## config.mk

```make
export PLATFORM = sky130hd
export DESIGN_NAME = turf_fragment_reassembler
export DESIGN_NICKNAME = d
export VERILOG_FILES = /design/src/rtl/turf_fragment_reassembler.sv
export SDC_FILE = /design/constraint.sdc
export NUM_CORES = 1
export LEC_CHECK = 0
export ABC_AREA = 1
export ABC_CLOCK_PERIOD_IN_PS = 3600
export BUFFER_PORTS_ARGS = -buffer_cell sky130_fd_sc_hd__clkbuf_2
export CAP_MARGIN = 5
export CORE_ASPECT_RATIO = 0.6
export CORE_MARGIN = 5
export CORE_UTILIZATION = 49
export CTS_CLUSTER_SIZE = 16
export DETAILED_ROUTE_END_ITERATION = 12
export PLACE_DENSITY = 0.79
export SYNTH_ARGS = -nofsm -noshare
export SYNTH_HDL_FRONTEND = slang
export SYNTH_SLANG_ARGS = --single-unit
```

## constraint.sdc

```tcl
create_clock -name aclk -period 3.6 [get_ports aclk]
set_input_delay 0.18 -clock aclk [delete_from_list [all_inputs] [get_ports aclk]]
set_output_delay 0.18 -clock aclk [all_outputs]
set_load 0.1 [all_outputs]
```

## src/rtl/turf_fragment_reassembler.sv

```systemverilog
// turf_fragment_reassembler: reassembles tagged UDP fragments into one transaction stream
// with a per-transaction completion status and an abort path for broken sequences.
module turf_fragment_reassembler #(
    parameter logic [15:0] CONSTANT_0 = 16'hDA7A,
    parameter logic [5:0]  CONSTANT_1 = 6'h00
) (
    input  logic        aclk,
    input  logic        aresetn,
    input  logic [63:0] s_hdr_tdata,
    input  logic        s_hdr_tvalid,
    output logic        s_hdr_tready,
    input  logic [63:0] s_payload_tdata,
    input  logic [7:0]  s_payload_tkeep,
    input  logic        s_payload_tlast,
    input  logic        s_payload_tvalid,
    output logic        s_payload_tready,
    output logic [63:0] m_data_tdata,
    output logic [7:0]  m_data_tkeep,
    output logic        m_data_tlast,
    output logic        m_data_tuser,
    output logic        m_data_tvalid,
    input  logic        m_data_tready,
    output logic [31:0] m_ctrl_tdata,
    output logic        m_ctrl_tuser,
    output logic        m_ctrl_tvalid,
    input  logic        m_ctrl_tready,
    output logic [15:0] err_count_o
);
    typedef enum logic [2:0] {IDLE, TAG, STREAM, DROP, FLUSH, STATUS} state_t;
    state_t      state_q, state_d;
    logic        in_txn_q, in_txn_d, abort_q, abort_d, open_q, open_d;
    logic [9:0]  exp_frag_q, exp_frag_d;
    logic [11:0] addr_q, addr_d;
    logic [19:0] len_q, len_d, rem_q, rem_d;
    logic [15:0] fb_q, fb_d, err_q, err_d;
    logic        hdr_fire, pay_fire, tag_ok, frag_end;
    logic [19:0] rem_eff, rem_dec;
    logic [15:0] fb_dec;
    logic        unused_hdr;

    assign unused_hdr = ^s_hdr_tdata[63:16];
    assign err_count_o = err_q;

    always_comb begin
        s_hdr_tready     = aresetn && state_q == IDLE;
        s_payload_tready = aresetn && (state_q == TAG || state_q == DROP || (state_q == STREAM && m_data_tready));
        m_data_tvalid    = aresetn && ((state_q == STREAM && s_payload_tvalid) || state_q == FLUSH);
        m_data_tdata     = state_q == STREAM ? s_payload_tdata : 64'd0;
        m_data_tkeep     = state_q == STREAM ? s_payload_tkeep : 8'd0;
        m_data_tlast     = state_q == STREAM ? rem_q <= 20'd8 : state_q == FLUSH;
        m_data_tuser     = state_q == FLUSH;
        m_ctrl_tvalid    = aresetn && state_q == STATUS;
        m_ctrl_tdata     = {addr_q, len_q};
        m_ctrl_tuser     = abort_q;
    end

    assign hdr_fire = s_hdr_tvalid && s_hdr_tready;
    assign pay_fire = s_payload_tvalid && s_payload_tready;
    // A continuing fragment is bounded by the held remainder; a first one by its own tag length.
    assign rem_eff  = in_txn_q ? rem_q : s_payload_tdata[19:0];
    assign tag_ok   = s_payload_tdata[63:48] == CONSTANT_0 && s_payload_tdata[47:42] == CONSTANT_1 &&
                      !s_payload_tlast && {4'd0, fb_q} <= rem_eff &&
                      (in_txn_q ? (s_payload_tdata[41:32] == exp_frag_q && s_payload_tdata[31:20] == addr_q &&
                                   s_payload_tdata[19:0] == len_q)
                                : s_payload_tdata[41:32] == 10'd0);
    assign rem_dec  = rem_q - (rem_q > 20'd8 ? 20'd8 : rem_q);
    assign fb_dec   = fb_q - (fb_q > 16'd8 ? 16'd8 : fb_q);
    assign frag_end = fb_q <= 16'd8;

    always_comb begin
        state_d    = state_q;
        in_txn_d   = in_txn_q;
        abort_d    = abort_q;
        open_d     = open_q;
        exp_frag_d = exp_frag_q;
        addr_d     = addr_q;
        len_d      = len_q;
        rem_d      = rem_q;
        fb_d       = fb_q;
        err_d      = err_q;
        case (state_q)
            IDLE: if (hdr_fire) begin
                fb_d    = s_hdr_tdata[15:0] - 16'd8;
                state_d = s_hdr_tdata[15:0] < 16'd9 ? DROP : TAG;
            end
            TAG: if (pay_fire) begin
                if (tag_ok) begin
                    if (!in_txn_q) begin
                        addr_d     = s_payload_tdata[31:20];
                        len_d      = s_payload_tdata[19:0];
                        rem_d      = s_payload_tdata[19:0];
                        exp_frag_d = 10'd1;
                        in_txn_d   = 1'b1;
                    end else begin
                        exp_frag_d = exp_frag_q + 10'd1;
                    end
                    state_d = STREAM;
                end else begin
                    err_d   = err_q == 16'hFFFF ? err_q : err_q + 16'd1;
                    open_d  = !s_payload_tlast;
                    state_d = in_txn_q ? FLUSH : (s_payload_tlast ? IDLE : DROP);
                end
            end
            STREAM: if (pay_fire) begin
                rem_d = rem_dec;
                fb_d  = fb_dec;
                if (frag_end && s_payload_tlast) begin
                    open_d  = 1'b0;
                    state_d = rem_dec == 20'd0 ? STATUS : IDLE;
                end else if (frag_end || s_payload_tlast) begin
                    open_d  = !s_payload_tlast;
                    state_d = FLUSH;
                end
            end
            FLUSH: if (m_data_tready) begin
                abort_d = 1'b1;
                state_d = STATUS;
            end
            STATUS: if (m_ctrl_tready) begin
                in_txn_d = 1'b0;
                abort_d  = 1'b0;
                state_d  = open_q ? DROP : IDLE;
            end
            DROP: if (pay_fire && s_payload_tlast) state_d = IDLE;
            default: state_d = IDLE;
        endcase
    end

    always_ff @(posedge aclk) begin
        if (!aresetn) begin
            state_q    <= IDLE;
            in_txn_q   <= 1'b0;
            abort_q    <= 1'b0;
            open_q     <= 1'b0;
            exp_frag_q <= 10'd0;
            addr_q     <= 12'd0;
            len_q      <= 20'd0;
            rem_q      <= 20'd0;
            fb_q       <= 16'd0;
            err_q      <= 16'd0;
        end else begin
            state_q    <= state_d;
            in_txn_q   <= in_txn_d;
            abort_q    <= abort_d;
            open_q     <= open_d;
            exp_frag_q <= exp_frag_d;
            addr_q     <= addr_d;
            len_q      <= len_d;
            rem_q      <= rem_d;
            fb_q       <= fb_d;
            err_q      <= err_d;
        end
    end
endmodule

```

* Word level (Yosys, flattened, before mapping)
Index checks and enable logic that the tools add are counted.
** Word-level totals
- Bits in registers :: 100
- Input port bits :: 143
- Output and inout bits :: 127
- Word-level logic and storage cells :: 123
** Cells by class
- Add/sub/neg operators :: 5
- Order comparisons :: 6
- Equality and inequality tests :: 19
- Multiplexer cells :: 42
- Bitwise gates (word level) :: 3
- Reduce and logical (&&, ||, !) cells :: 38
** Operators by type and width (number)
- 20-bit two-way mux :: 5
- 64-bit two-way mux :: 1
- 16-bit two-way mux :: 3
- 20-bit case mux with 2 select lines :: 1
- 3-bit two-way mux :: 11
- 16-bit equality test (second input constant) :: 2
- 16-bit case mux with 2 select lines :: 1
- 20-bit equality test :: 1
- 20-bit by 4-bit > comparator with 1-bit output (second input constant) :: 1
- 16-bit by 20-bit <= comparator with 1-bit output :: 1
- 20-bit by 4-bit <= comparator with 1-bit output (second input constant) :: 1
- 20-bit zero test :: 1
- 20-bit subtractor :: 1
- 3-bit case mux with 6 select lines :: 1
- 16-bit by 1-bit adder with 16-bit output (second input constant) :: 1
- 16-bit by 4-bit > comparator with 1-bit output (second input constant) :: 1
- 16-bit by 4-bit <= comparator with 1-bit output (second input constant) :: 1
- 1-bit logical AND :: 16
- 16-bit by 4-bit < comparator with 1-bit output (second input constant) :: 1
- 4-bit AND reduction :: 4
- 16-bit subtractor :: 1
- 16-bit by 4-bit subtractor with 16-bit output (second input constant) :: 1
- 12-bit equality test :: 1
- 2-bit inequality test (second input constant) :: 6
- other kinds (22) :: 49

* Logic depth before layout (Yosys ltp)
Gate-level depths: netlist (run 1).
- Depth in word-level cells :: 8
- Mapped depth :: 22

* Worst setup path before layout (run 1)
Ideal clock, no wire load.
- Path kind :: reg2out
- From :: register state_q[1]
- To :: output port m_data_tvalid
- Arrival time :: 3668 ps
- Data required time :: 3420 ps
- Path slack :: -248 ps
- Cell stages (with the launch flop) :: 6
- Cell sequence :: dfxtp_1 > nor2_1 > inv_1 > nor2_1 > inv_1 > a21oi_1
** Between the ends
- Elaborated cells between the ends (all ways) :: 5
** RTL lines
- start, declared :: line 30 : state_t state_q, state_d;
- start signal, assigned :: line 142 : state_q <= state_d;
- 3-bit equality test
- via m_data_tuser :: line 20 : output logic m_data_tuser,
- 1-bit logical OR :: line 47 : m_data_tvalid = aresetn && ((state_q == STREAM && s_payload_tvalid) || state_q == FLUSH);
- 1-bit logical AND :: line 47
- end, declared :: line 21 : output logic m_data_tvalid,
The timed path passes the listed nets, and every way through them passes these cells.

* Worst setup path in the final report (run 1)
- From :: register in_txn_q
- To :: register addr_q[0]
** Between the ends
- Cells in the longest elaborated chain, start to end :: 5
- Elaborated cells between the ends (all ways) :: 7
** Ends and longest elaborated chain
- start, declared :: line 31 : logic in_txn_q, in_txn_d, abort_q, abort_d, open_q, open_d;
- start signal, assigned :: line 143 : in_txn_q <= in_txn_d;
- 20-bit two-way mux
- 16-bit by 20-bit <= comparator with 1-bit output :: line 62 : !s_payload_tlast && {4'd0, fb_q} <= rem_eff &&
- 1-bit logical AND (2 in series) :: line 62
- 4-bit AND reduction (no source line) *
- end signal, assigned :: line 147 : addr_q <= addr_d;
- end, declared :: line 33 : logic [11:0] addr_q, addr_d;
Every way passes the cells marked *; elsewhere a longest branch is shown, timed or not.
A chain may end at the register's enable or synchronous reset.

==> flow_metrics.py, run 1 <==
metrics = {
    "power_and_ir_drop": {
        "leakagePower_nw": 4.60,
        "total_power_mw": 3.36,
        "ir_drop_mv": 0.222,
        "power_density_nw_per_um2": 363,
    },
    "clock_network": {
        "cts_root_buf": "clkbuf_16",
        "htreeDepth": 3,
        "hold_buffers": 0,
        "cts_buffer_depth": 2,
        "clkLatencyLatePin_ns": 0.36,
        "cts_tree": "done",
        "cts_sinks": 100,
        "cts-buffers-inserted": 9,
        "clk_pin_slew_ns": 0.08,
    },
    "placement": {
        "dpl-instance-area_um2": 8930,
        "gp_congestion": 0.966,
        "io_buffers": 221,
        "post-place-ws_ns": 0.179,
        "dp_hpwl_um": 20300,
        "dp.cells": 1663,
    },
    "synthesis": {
        "synth.ff_latch_count": 100,
        "synth_cell_types": 46,
        "synth_top_area_share_pct": 26.2,
        "syn_avg_cell_area_um2": 6.03,
        "ys_seq_area_share_pct": 26.2,
        "netlist_instances": 1269,
        "synthesis.area_um2": 7650,
        "yosys.area.top_type": "dfxtp_1",
        "synth_area_leaders": "dfxtp_1, nand2_1, nor2_1",
        "ys_warn_count": 0,
    },
    "critical_path": {
        "path_class": "flop to flop",
        "critical_path.slowest_cell": "dfxtp_1",
        "cp.arrival_ns": 3.57,
        "crit_chain": "buf_12, nand2_1, o21ai_0, ha_1, a21oi_1, nor2_1, a211oi_1, nand2_1, o21ai_0, nand2_1, nand2_2, nand3_4, nor2_4, nand2_4, nor2_8, buf_4, o21ai_0, a21oi_1",
        "cp.required_ns": 3.89,
        "slowest_delay_ns": 0.38,
        "setup.worst_path.end_class": "flop",
        "crit_path_max_fanout": 45,
        "start_kind": "flop",
    },
    "die": {
        "die_area_um2": 18300,
        "start_util_pct": 49.9,
        "ios": 270,
        "die_x_um": 171,
        "rows": 35,
        "fp.dieH_um": 107,
        "coreArea_um2": 15300,
    },
    "sta": {
        "maxSlewHeadroom_pct": 47.7,
        "tightest_slew_ns": 0.777,
        "setup_violations": 0,
        "fin_setup_tns_ns": 0,
        "finalCritPeriodShare_pct": 91.2,
        "whs_ns": 0.0690,
        "finalCriticalPeriod_ns": 3.28,
        "finClkSkew_ns": 0.0123,
        "slew_viol_final": 0,
        "rsz0062_at_grt": "false",
        "fin_ws_ns": 0.317,
        "max_freq_ghz": 0.305,
        "final_hold_viol_count": 0,
    },
    "drt": {
        "ant_nets": 0,
        "post-route-drc-count": 0,
        "vias": 9086,
        "viasPerCell": 5.40,
        "first_iter_violations": 954,
        "wl_um": 25900,
        "wl_per_cell_um": 15.4,
        "first_pass_iters": 5,
    },
    "final_layout": {
        "area_delta_synth_final_pct": 21.1,
        "post-route-util_pct": 60.5,
        "nets": 1639,
        "final_cell_area_um2": 9270,
        "drive_gt1_share_pct": 21.5,
        "stdcell_count": 1684,
    },
    "hold_path": {
        "hold_path_class": "input pin to flop",
    },
    "global_route": {
        "grt_max_degree": 72,
        "grt_pass1_wl_um": 40900,
        "grt_usage_pct": 27.3,
        "grt_pass1_vias": 8123,
        "antenna_found_initial": 1,
        "overflow": 0,
    },
    "job": {
        "maxCapViolations": 0,
    },
    "status": {
        "outcome": "finished, final reports clean",
    },
}
[cell usage after synthesis (all sizes together)]
| master | instances |
|---|---|
| o21a | 1 |
| nor4 | 18 |
| conb | 1 |
| o2111ai | 2 |
| xor2 | 22 |
| nand4 | 33 |
| and3 | 1 |
| or2 | 11 |
| a31oi | 7 |
| clkbuf | 27 |
| a311oi | 1 |
| inv | 195 |
| o21ai | 126 |
| xnor2 | 10 |
| a32o | 1 |
| o31ai | 1 |
| a41oi | 1 |
| dfxtp | 100 |
| a211oi | 3 |
| ha | 21 |
| a21oi | 78 |
| nor3 | 39 |
| nand3 | 72 |
| nor2 | 209 |
| nor3b | 1 |
| nand2 | 260 |
| buf | 17 |
| nand3b | 3 |
| o211ai | 8 |
[layout make-up]
class                      instances  area (um^2)
multi-input combinational        931         4720
inverter                         195          734
sequential                       100         2000
tap                              203          254
clock inverter                     6         55.1
timing repair buffer             238         1260
clock buffer                      10          239
fill                            1529         6060
antenna                            1         2.50
[worst paths after layout]
| path | start | endpoint | slack [ns] | depth (start not counted) |
|---|---|---|---|---|
| min reg2reg | open_q | open_q | 0.47 | 2 |
| max reg2reg | in_txn_q | addr_q[0] | 0.32 | 18 |
| min | s_hdr_tdata[0] | fb_q[0] | 0.07 | 3 |
| max | in_txn_q | addr_q[0] | 0.32 | 18 |
[registers in the layout, indices dropped and copies added, names as in the netlist]
register	cells
len_q	20
rem_q	20
err_count_o	16
fb_q	16
addr_q	12
exp_frag_q	10
state_q	3
in_txn_q	1
m_ctrl_tuser	1
open_q	1
[logic make-up after synthesis]
kind of cell / synth area share [%]
simple gates: 38.4
buf+inv: 12.5
compound gates: 15.8
flops: 26.2
xor+xnor: 3.66
fa+ha+maj: 3.43
other cells: 0.0490
[what timing repair did]
item,in CTS,in global routing
resized for setup,0,4
setup endpoints to repair,0,47
buffers inserted,0,4
[metal layers]
layer  vias up  global-route usage (%)  part of all wire, %
met4         0                    5.31                  1.3
met2       447                    40.3                   41
li1       4521                       -                    -
met1      4087                    41.0                   47
met5         -                       0                    0
met3        31                    5.90                   10
[cells in the final DEF, fill, tap and decap left out, types with 2 or more instances in the layout]
cell type / count
a31oi_1: 7
a211oi_1: 3
nand2_1: 249
nor3_2: 6
nor2_1: 194
xor2_1: 22
nand2_2: 9
clkinv_4: 2
ha_1: 21
nand3_2: 3
o21ai_0: 108
o211ai_1: 7
nor3_1: 32
inv_1: 185
conb_1: 2
buf_4: 15
inv_2: 9
nor4_2: 2
o2111ai_1: 2
dfxtp_1: 100
clkbuf_2: 221
o21ai_1: 18
nand3b_1: 2
nand3_1: 67
nor2_2: 8
nor4_1: 16
or2_2: 11
inv_6: 3
nand3_4: 2
a21oi_1: 77
clkbuf_16: 9
nand4_1: 33
nand2_4: 2
nor2_4: 6
xnor2_1: 10
buf_12: 2
[where the power goes]
group	switching, mW	internal [mW]	total [mW]	leakage (nW)
combinational	0.874	0.294	1.17	3.64
sequential	0.0590	1.14	1.20	0.808
clock	0.489	0.504	0.993	0.146
total	1.42	1.94	3.36	4.60
[worst max-delay path: cells and delay by family, from the launching register on]
family	cells	cell delay, ns
compound gates	6	0.95
fa+ha+maj	1	0.31
buf+inv	2	0.47
flops	1	0.38
simple gates	9	1.08
Note: power is estimated with default switching activity, not from simulation.
==> run 2: changes to the inputs <==
- RECOVER_POWER: unset -> 25
==> run 2 against run 1 <==
Effect of this change: via count is 0.18% lower; sequential share of layout area increased by 0.16 points; total power down 0.18%; critical endpoint unchanged; hold slack lost 0.0024 ns; register-to-register slack gained 0.02 ns; highest routed layer unchanged; combinational power is essentially flat; wire length decreased by 0.20%; count of clock-buffer cells in the layout stayed put; first-iteration DRC count is 9.7% lower.
==> flow_metrics.py, run 2 (same netlist as run 1, synthesis figures left out) <==
metrics = {
    "global_route": {
        "antenna_found_initial": 1,
        "grt_max_degree": 72,
        "overflow": 0,
        "grt_pass1_vias": 8123,
        "grt_pass1_wl_um": 40900,
        "grt_usage_pct": 27.3,
    },
    "critical_path": {
        "r2r_setup_slack_ns": 0.33,
        "cp_num_buf_inv": 2,
        "slowest_delay_ns": 0.38,
        "critical_path.slowest_cell": "dfxtp_1",
        "crit_chain": "buf_12, nand2_1, o21ai_0, ha_1, a21oi_1, nor2_1, a211oi_1, nand2_1, o21ai_0, nand2_1, nand2_2, nand3_4, nor2_4, nand2_4, nor2_8, buf_4, o21ai_0, a21oi_1",
        "crit_family": "simple AND/OR/NAND/NOR gates",
        "cp.required_ns": 3.89,
        "start_kind": "flop",
        "timing.rr.end": "addr_q[0]",
        "setup.worst_path.end_class": "flop",
        "reg2regPathDepth": 18,
        "crit_path_max_fanout": 45,
        "path_class": "flop to flop",
        "timing.rr.start": "in_txn_q",
        "cp.arrival_ns": 3.55,
    },
    "clock_network": {
        "cts-buffers-inserted": 9,
        "hold_buffers": 0,
        "clk_pin_slew_ns": 0.08,
        "cts_sinks": 100,
        "cts_buffer_depth": 2,
        "clkLatencyLatePin_ns": 0.36,
        "cts_tree": "done",
        "htreeDepth": 3,
        "cts_root_buf": "clkbuf_16",
    },
    "drt": {
        "ant_nets": 0,
        "wl_um": 25900,
        "wl_per_cell_um": 15.4,
        "vias": 9070,
        "post-route-drc-count": 0,
        "first_iter_violations": 861,
        "first_pass_iters": 5,
        "viasPerCell": 5.39,
    },
    "power_and_ir_drop": {
        "p_int_mw": 1.94,
        "power_frac_seq_pct": 35.8,
        "leakagePower_nw": 4.41,
        "p_clk_share_pct": 29.5,
        "power_density_nw_per_um2": 365,
        "switching_power_mw": 1.42,
        "ir_drop_mv": 0.222,
        "combPwrFrac_pct": 34.7,
        "p_sw_share_pct": 42.3,
    },
    "status": {
        "outcome": "finished, final reports clean",
    },
    "sta": {
        "finClkSkew_ns": 0.0149,
        "whs_ns": 0.0667,
        "maxSlewHeadroom_pct": 18.4,
        "rsz0062_at_grt": "false",
        "tightest_slew_ns": 1.23,
        "slew_viol_final": 0,
        "fin_setup_tns_ns": 0,
        "final_hold_viol_count": 0,
        "finalCriticalPeriod_ns": 3.27,
        "setup_violations": 0,
        "finalCritPeriodShare_pct": 90.7,
        "max_freq_ghz": 0.306,
    },
    "job": {
        "maxCapViolations": 0,
    },
    "die": {
        "rows": 35,
        "die_x_um": 171,
        "fp.dieH_um": 107,
        "die_area_um2": 18300,
        "ios": 270,
        "coreArea_um2": 15300,
        "start_util_pct": 49.9,
    },
    "final_layout": {
        "stdcell_count": 1684,
        "layout_commonest_cell": "nand2_1",
        "reg_top3": "len_q x20, rem_q x20",
        "final_cell_mix": "nand2_1, nor2_1, inv_1, clkbuf_2, o21ai_0",
        "drive_gt1_share_pct": 17.8,
        "area_delta_synth_final_pct": 20.2,
        "nets": 1639,
    },
    "placement": {
        "dp_hpwl_um": 20300,
        "gp_congestion": 0.966,
        "io_buffers": 221,
        "dp.cells": 1663,
    },
    "hold_path": {
        "min_from": "s_hdr_tdata[0]",
        "holdPathStages": 3,
        "hold_path_end": "fb_q[0]",
        "hold_path_class": "input pin to flop",
    },
}
[run 2: cell count changes in the layout (fill, tap and decap cells not counted), sizes merged]
cell / change
buf: -1
clkbuf: +1
[run 2: how the worst max path moves through the flow]
stage                     cells after the start      endpoint  slack [ns]  startpoint
after floorplan                               5  m_data_tlast        0.18  state_q[1]
final                                        18     addr_q[0]        0.33    in_txn_q
after CTS                                    18     addr_q[0]        0.16    in_txn_q
after global placement                       16     rem_q[10]        0.33    in_txn_q
after global routing                         18     addr_q[0]        0.04    in_txn_q
after detailed placement                     16     rem_q[17]        0.18    in_txn_q
[run 2: power by group through the flow]
stage / registers [mW] / logic [mW] / clock network (mW)
4_1_cts: 1.20 / 1.15 / 1.00
5_1_grt: 1.21 / 1.27 / 1.04
2_1_floorplan: 1.21 / 0.873 / 0
6_report: 1.20 / 1.17 / 0.989
3_3_place_gp: 1.22 / 1.13 / 0
3_5_place_dp: 1.22 / 1.15 / 0
[run 2: worst register-to-register path, cell delays in order, from the launching register on]
cell      delay (ns)
dfxtp_1         0.38
buf_12          0.23
nand2_1         0.09
o21ai_0         0.12
ha_1            0.31
a21oi_1         0.17
nor2_1          0.06
a211oi_1        0.25
nand2_1         0.08
o21ai_0         0.17
nand2_1         0.09
nand2_2         0.14
nand3_4         0.13
nor2_4          0.14
nand2_4         0.14
nor2_8          0.23
buf_4           0.24
o21ai_0         0.09
a21oi_1         0.15
[run 2: final cells by class]
class,instances,area (um^2)
Antenna cell,1,2.50
Sequential cell,100,2000
Timing Repair Buffer,238,1190
Fill cell,1561,6130
Inverter,195,734
Tap cell,203,254
Clock inverter,6,55.1
Multi-Input combinational cell,931,4720
Clock buffer,10,239
[run 2: what timing repair did]
action / CTS / global route
resized for setup: 0 / 4
endpoints found under the hold margin: 0 / 0
endpoints found under the setup margin: 0 / 47
setup buffers: 0 / 4
[run 2: per-stage QoR]
step                cell area [um^2]  power [mW]  worst slack (ns)  utilization, %
finish                          9200        3.36             0.334            60.0
global route                    9200        3.52            0.0445            60.0
CTS                             9220        3.35             0.159            60.2
detailed placement              8930        2.37             0.179            58.2
global placement                8930        2.35             0.333            58.2
floorplan                       7660        2.09             0.177               -
[run 2: layer usage]
layer / wire, um / GRT usage (%) / vias to the layer above / part of all wire (%)
met1: 12300 / 41.0 / 4104 / 48
met2: 10700 / 40.3 / 416 / 41
met4: 355 / 5.31 / 0 / 1.4
li1: - / - / 4524 / -
met3: 2510 / 5.90 / 26 / 9.7
met5: 0 / 0 / - / 0
==> run 3: changes to the inputs <==
- CORE_ASPECT_RATIO: 0.6 -> 1.25
- REMOVE_ABC_BUFFERS: unset -> 1
==> run 3 against run 2 <==
Effect of this change: global-route usage decreased by 2.4 points; final cell count is essentially flat; combinational power down 3%; utilization decreased by 0.64 points; register-to-register slack is essentially flat; worst setup slack better by 0.011 ns; sequential power is essentially flat; maximum frequency up 0.33%; largest power group unchanged; count of clock-buffer cells in the layout did not move; critical path depth is 8 lower; die area is 0.36% lower; largest cell class unchanged.
==> flow_metrics.py, run 3 (same netlist as run 1, synthesis figures left out) <==
metrics = {
    "die": {
        "fp.dieH_um": 150,
        "die_area_um2": 18200,
        "rows": 51,
        "coreArea_um2": 15400,
        "ios": 270,
        "start_util_pct": 49.6,
        "die_x_um": 122,
    },
    "sta": {
        "whs_ns": 0.0976,
        "max_freq_ghz": 0.307,
        "maxSlewHeadroom_pct": 18.7,
        "final_hold_viol_count": 0,
        "slew_viol_final": 0,
        "rsz0062_at_grt": "false",
        "tightest_slew_ns": 1.23,
        "fin_ws_ns": 0.345,
        "fin_setup_tns_ns": 0,
        "finalCriticalPeriod_ns": 3.26,
        "finClkSkew_ns": 0.0101,
        "setup_violations": 0,
        "finalCritPeriodShare_pct": 90.4,
    },
    "placement": {
        "post-place-ws_ns": 0.189,
        "dp.cells": 1670,
        "dpl-instance-area_um2": 8920,
        "io_buffers": 221,
        "gp_congestion": 0.922,
        "dp_hpwl_um": 18100,
    },
    "clock_network": {
        "hold_buffers": 0,
        "ctsResizeCount": 0,
        "cts_sinks": 100,
        "clkLatencyLatePin_ns": 0.35,
        "htreeDepth": 3,
        "cts_tree": "done",
        "cts_buffer_depth": 2,
        "clk_pin_slew_ns": 0.07,
        "cts-buffers-inserted": 9,
        "cts_root_buf": "clkbuf_16",
        "cts_setup_buffers": 0,
    },
    "hold_path": {
        "hold_path_class": "input pin to flop",
        "holdPathStages": 3,
        "hold_path_end": "len_q[0]",
        "min_from": "s_payload_tdata[0]",
    },
    "global_route": {
        "grt_usage_pct": 24.9,
        "grt_max_degree": 72,
        "grt_pass1_vias": 8244,
        "antenna_found_initial": 0,
        "overflow": 0,
        "grt_pass1_wl_um": 37600,
    },
    "drt": {
        "vias": 8908,
        "ant_nets": 0,
        "first_iter_violations": 474,
        "first_pass_iters": 5,
        "post-route-drc-count": 0,
        "wl_per_cell_um": 13.8,
        "wl_um": 23200,
        "viasPerCell": 5.29,
    },
    "final_layout": {
        "reg_top3": "len_q x20, rem_q x20",
        "final_cell_area_um2": 9170,
        "final_cell_mix": "nand2_1, nor2_1, inv_1, clkbuf_2, o21ai_0",
        "drive_gt1_share_pct": 17.3,
        "layout_commonest_cell": "nand2_1",
        "num-fill-cells": 1573,
        "nets": 1633,
        "area_delta_synth_final_pct": 19.8,
        "num_antenna_cells": 0,
        "stdcell_count": 1685,
    },
    "status": {
        "outcome": "finished, final reports clean",
    },
    "power_and_ir_drop": {
        "power_density_nw_per_um2": 370,
        "leakagePower_nw": 4.37,
        "ir_drop_mv": 0.264,
    },
    "critical_path": {
        "path_class": "flop to flop",
        "cp.required_ns": 3.82,
        "r2r_setup_slack_ns": 0.34,
        "reg2regPathDepth": 10,
        "cp.arrival_ns": 3.48,
        "setup.worst_path.end_class": "flop",
        "timing.rr.end": "fb_q[7]",
        "timing.rr.start": "state_q[1]",
        "start_kind": "flop",
        "crit_path_max_fanout": 43,
    },
    "job": {
        "maxCapViolations": 0,
    },
}
[run 3: stage by stage]
step | util (%) | power (mW)
finish | 59.4 | 3.39
global route | 59.4 | 3.57
CTS | 59.9 | 3.41
detailed placement | 57.8 | 2.34
global placement | 57.8 | 2.33
floorplan | - | 2.06
[run 3: final cells by class]
type / count / area [um^2] / share of cell area, %
Timing Repair Buffer: 232 / 1140 / 12.5
Clock buffer: 10 / 239 / 2.61
Inverter: 195 / 733 / 8.00
Sequential cell: 100 / 2000 / 21.8
Tap cell: 212 / 265 / 2.89
Clock inverter: 5 / 85.1 / 0.928
Multi-Input combinational cell: 931 / 4700 / 51.3
[run 3: power breakdown]
group          internal (mW)  total (mW)  switching, mW
Sequential              1.14        1.19         0.0500
Combinational          0.287        1.13          0.841
Clock                  0.629        1.07          0.438
Total                   2.06        3.39           1.33
[run 3: metal layers]
metal  vias up  wire (um)  global-route usage, %
li1       4513          -                      -
met1      4029       9190                   28.7
met2       311      11900                   45.4
met3        55       1380                   3.67
met4         0        745                   11.0
met5         -          0                      0
[run 3: worst max-delay path by stage]
stage | slack (ns) | from | endpoint | cells after the start
after floorplan | -2.14 | state_q[1] | m_data_tlast | 4
after global placement | 0.31 | in_txn_q | rem_q[6] | 19
after detailed placement | 0.19 | in_txn_q | rem_q[17] | 19
after CTS | 0.18 | in_txn_q | rem_q[1] | 19
after global routing | 0.10 | state_q[1] | fb_q[15] | 10
final | 0.34 | state_q[1] | fb_q[7] | 10
[run 3: worst max-delay path, cell delays in order, from the launching register on]
cell and delay (ns):
dfxtp_1 0.48, inv_2 0.05, nor3_1 0.25, clkbuf_2 0.74
nand2_1 0.18, nor2_1 0.40, nor2_2 0.20, inv_1 0.49
o21ai_0 0.19, nand2_1 0.09, a21oi_1 0.06
